**config.mk**
```make
export PLATFORM = sky130hd
export DESIGN_NAME = param_updown_counter
export DESIGN_NICKNAME = d
export VERILOG_FILES = /design/src/rtl/param_updown_counter.sv
export SDC_FILE = /design/constraint.sdc
export NUM_CORES = 1
export LEC_CHECK = 0
export CAP_MARGIN = 25
export CORE_ASPECT_RATIO = 0.8
export CORE_MARGIN = 2
export CORE_UTILIZATION = 41
export DETAILED_ROUTE_END_ITERATION = 6
export PLACE_DENSITY = 0.74
export SLEW_MARGIN = 20
export SYNTH_ARGS = -nofsm -noshare
export SYNTH_HDL_FRONTEND = slang
export SYNTH_SLANG_ARGS = --single-unit
```
**constraint.sdc**
```tcl
create_clock -name clk -period 2 [get_ports clk]
set_input_delay 0.4 -clock clk [delete_from_list [all_inputs] [get_ports clk]]
set_output_delay 0.4 -clock clk [all_outputs]
set_load 0.01 [all_outputs]
```
**src/rtl/param_updown_counter.sv**
```systemverilog
// Up/down counter with programmable limit, wrap/saturate/one-shot modes.
// Ports: clk, reset, en, load, data, up_down, limit, mode, clr_flags in;
//        count, wrap_pulse, ovf, unf, done out (all registered).
module param_updown_counter #(
  parameter int unsigned WIDTH = 8,
  parameter logic [WIDTH-1:0] RESET_VAL = '0
) (
  input  logic             clk,
  input  logic             reset,
  input  logic             en,
  input  logic             load,
  input  logic [WIDTH-1:0] data,
  input  logic             up_down,
  input  logic [WIDTH-1:0] limit,
  input  logic [1:0]       mode,
  input  logic             clr_flags,
  output logic [WIDTH-1:0] count,
  output logic             wrap_pulse,
  output logic             ovf,
  output logic             unf,
  output logic             done
);

  localparam logic [WIDTH-1:0] ONE  = WIDTH'(1);
  localparam logic [WIDTH-1:0] ZERO = '0;

  logic [WIDTH-1:0] count_q, count_d;
  logic             wrap_q, wrap_d;
  logic             ovf_q, ovf_d;
  logic             unf_q, unf_d;
  logic             done_q, done_d;

  logic is_sat;
  logic is_os;

  // Mode 11 falls back to wrap behaviour.
  assign is_sat = (mode == 2'b01);
  assign is_os  = (mode == 2'b10);

  always_comb begin
    count_d = count_q;
    wrap_d  = 1'b0;
    // A flag set later in this block overrides the clear.
    ovf_d   = ovf_q & ~clr_flags;
    unf_d   = unf_q & ~clr_flags;
    done_d  = done_q;

    if (load) begin
      count_d = (data > limit) ? limit : data;
      done_d  = 1'b0;
    end else if (en && !done_q) begin
      if (up_down) begin
        if (count_q < limit) begin
          count_d = count_q + ONE;
          if (is_os && (count_q + ONE == limit))
            done_d = 1'b1;
        end else if (is_sat) begin
          count_d = limit;
          ovf_d   = 1'b1;
        end else if (is_os) begin
          count_d = limit;
          done_d  = 1'b1;
        end else begin
          count_d = ZERO;
          ovf_d   = 1'b1;
          wrap_d  = 1'b1;
        end
      end else begin
        // Decrements even when count sits above a lowered limit.
        if (count_q != ZERO) begin
          count_d = count_q - ONE;
          if (is_os && (count_q == ONE))
            done_d = 1'b1;
        end else if (is_sat) begin
          unf_d = 1'b1;
        end else if (is_os) begin
          done_d = 1'b1;
        end else begin
          count_d = limit;
          unf_d   = 1'b1;
          wrap_d  = 1'b1;
        end
      end
    end
  end

  always_ff @(posedge clk or posedge reset) begin
    if (reset) begin
      count_q <= RESET_VAL;
      wrap_q  <= 1'b0;
      ovf_q   <= 1'b0;
      unf_q   <= 1'b0;
      done_q  <= 1'b0;
    end else begin
      count_q <= count_d;
      wrap_q  <= wrap_d;
      ovf_q   <= ovf_d;
      unf_q   <= unf_d;
      done_q  <= done_d;
    end
  end

  assign count      = count_q;
  assign wrap_pulse = wrap_q;
  assign ovf        = ovf_q;
  assign unf        = unf_q;
  assign done       = done_q;

endmodule
```
==> impl_results.md <==
* Fmax at 0.455 GHz
* CP max-delay cell: o32a_1
* Lkg Pwr at 1.39 nW
* Number of filler cells placed in the layout at 261
* CP Max Fanout at 3
* DR pass1 iterations at 5
* Worst-path clk slew at 0.07 ns
* Max cap viols at 0
* CTS buffer count at 3
* Required @ worst endpoint at 2.14 ns
* Initial antenna violation count at 0
* Min cycle time layout at about 2.2 ns
* Final hold viol count at 0
* Fin area at approximately 3200 µm²
* CP max stage delay at roughly 0.36 ns
* Synth Cell Area at around 1800 µm²
* Async SR Flop Fraction at 1.00
* Metal-1 WL at 2940 µm
* Failing checks: setup timing
* Top delay family on crit path: compound AO/OA/AOI/OAI gates
* Synth-to-Final Area Change at 81.5%
* Post-synthesis net count at 262
* CORE AREA at 4180 µm²
* Layout cells sized above 1 at 0.525
* Buffers on Ports at 35
* Gp weighted congestion at roughly 0.94
* Final HPWL DP at 4770 µm
* Final period util at 1.10
* Skew final at 0.00783 ns
* RSZ-0062 raised after global routing: true
* Distinct cells, synth at 55
* Crit path cell chain: buf_8 -> clkinvlp_4 -> ha_4 -> nand4_1 -> buf_4 -> nand2b_4 -> buf_12 -> o22ai_4 -> mux2i_1 -> o21ai_1 -> o32a_1
* Residual DRC at 0
* Fin. max-slew vios at 0
* Clock buffer depth at 2
* Final setup fails at 9
* Synth Flop Type: dfrtp_1
* Power Total at between 0.002 and 0.0025 W
* # H-tree levels at 1
* Diodes inserted at 0
* Vias/cell at roughly 5.8
* Layout net count at 384
* Critical Setup Path Class: input pin to register
* Clk_lat worst skew at ~0.25 ns
* Slack of the critical path at -0.195 ns
* Setup crit start kind: input pin
* Slew @ Worst Pin at 0.554 ns
* Number of global-route vias before repair at 2161
* Worst Path Buf+Inv at 4
* CTS Sinks at 12
* Clock Tree Root: clkbuf_8
* PwrDens at just over 700 nW/µm²
* Syn Area/Cell at 8.23 µm²
* Routed Antenna Nets at 0
* Slew HR at 0.631
* Clock tree from TritonCTS: yes
* Post-synth EDFFs at 0
* Floorplan die width at approximately 78 µm
* Footprint of the multi-input gates at 1700 µm²
* First-pass GRT wire length at 10800 µm
* Crit. End Element: register
* Starting DRT DRC Count at 272
* GRT Util Overall at 0.281
* Cells after Synth at approximately 220
* Grt ovf at 0
* CTS Hold Bufs at 0
* Routed WL per cell at 18.1 µm
* Maximum vdd drop at 447 µV
* WL met2 at roughly 3400 µm
* Starting density of the core at 0.425
* Hold Crit Class: input pin to asynchronous set/reset pin
* Final wirelength at 7120 µm
* Largest net degree at the start of global routing at 13
* Status: finished, violations left
* Max layer used: met4
* DIE AREA at 4880 µm²
* Met3 WL at 525 µm
* # rows at 21
* DR vias at 2282
* Register area at 305 µm²
* Die height at 62.9 µm
* Worst path arrival time at 2.34 ns
* Placed Instance Area at 2760 µm²
* Yosys warns at 0
* I/O pin count at 36
* Seq cells post-synth at 12
* Post-synthesis sequential area ratio at 0.169
flip-flops by register name, indices dropped and copies added (netlist names):
name	flops
done	1
wrap_pulse	1
unf	1
count	8
ovf	1
report_power, final:
group | internal [W] | switching, W | leakage, nW
Combinational | 0.000850 | 0.000812 | 1.22
Clock | 0.000175 | 0.000118 | 0.0288
Sequential | 0.000293 | 0.0000578 | 0.145
Total | 0.00132 | 0.000988 | 1.39
per-stage QoR:
| stage | setup slack [ns] | TNS (ns) | std cells | utilization | hold slack [ns] |
|---|---|---|---|---|---|
| 2_1_floorplan | -0.0714 | -0.342 | 216 | - | 0.264 |
| 3_3_place_gp | -0.837 | -7.88 | 369 | 0.660 | 0.516 |
| 3_5_place_dp | -0.870 | -8.03 | 369 | 0.660 | 0.533 |
| 4_1_cts | -0.123 | -0.565 | 385 | 0.747 | 0.531 |
| 5_1_grt | -0.246 | -1.65 | 394 | 0.772 | 0.553 |
| 6_report | -0.195 | -1.20 | 394 | 0.772 | 0.502 |
layout make-up:
class | instances | share of cell area
multi-input cells | 178 | 0.528
repair buffers | 123 | 0.312
flip-flops and latches | 12 | 0.0946
inverters | 20 | 0.0264
well taps | 57 | 0.0221
clock buffers | 4 | 0.0171
worst paths after layout:
check                      startpoint       end  slack (ns)  depth (start not counted)
setup / recovery             limit[3]  count[7]       -0.20                         11
hold / removal                  reset      done        0.50                          2
setup reg to reg             count[1]  count[3]       -0.15                          9
hold reg to reg                   ovf       ovf        0.54                          2
max in group asynchronous       reset  count[2]        1.09                          2
min in group clk                  ovf       ovf        0.54                          2
cells in the final DEF, fill, tap and decap left out, drive strengths merged, types with 3 or more instances in the layout:
cell / count
a211oi: 5
a21oi: 19
a221oi: 5
a31oi: 4
buf: 96
clkbuf: 12
clkdlybuf4s50: 19
dfrtp: 12
ha: 22
inv: 18
mux2: 7
nand2: 16
nand2b: 4
nand3: 10
nand4: 3
nor2: 14
nor3: 7
o21ai: 13
o22ai: 3
o32a: 3
o32ai: 3
xnor2: 6
xor2: 7
what timing repair did:
| item | 4_1_cts | 5_1_grt |
|---|---|---|
| buffers inserted | 11 | 9 |
| cloned | 1 | 0 |
| pin swaps | 29 | 23 |
| endpoints found under the setup margin | 11 | 10 |
| resized for setup | 90 | 31 |
kinds of logic after synthesis:
group | synth area share
AND/OR/NAND/NOR | 0.192
buffers and inverters | 0.0697
multiplexers | 0.0500
AO/OA/AOI/OAI | 0.296
XOR/XNOR | 0.0683
flip-flops | 0.169
adder cells (fa/ha/maj) | 0.155
synth_stat cells, types with 2 or more instances:
cell,instances,area (µm²)
ha_1,22,275
inv_1,20,75.1
a21oi_1,19,95.1
nand2_1,16,60.1
nor2_1,14,52.6
dfrtp_1,12,300
o21ai_0,10,50.1
nand3_1,9,45.0
mux2_2,7,78.8
nor3_1,7,35.0
xnor2_1,6,52.6
xor2_1,6,52.6
a211oi_1,5,37.5
a221oi_1,4,35.0
a31oi_1,4,25.0
nand2b_1,4,25.0
nand4_1,3,18.8
a22oi_1,2,15.0
buf_2,2,10.0
buf_6,2,22.5
nor2b_1,2,12.5
nor4_4,2,42.5
o21a_1,2,15.0
o21ai_2,2,17.5
o31ai_1,2,15.0
o32a_1,2,20.0
o32ai_1,2,17.5
layer usage:
layer / vias to the layer above / global-route usage
met4: 0 / 0.0848
met1: 1073 / 0.381
li1: 1060 / -
met5: - / 0
met3: 32 / 0.0506
met2: 117 / 0.454
No activity file was read; power rests on OpenSTA's default activity.
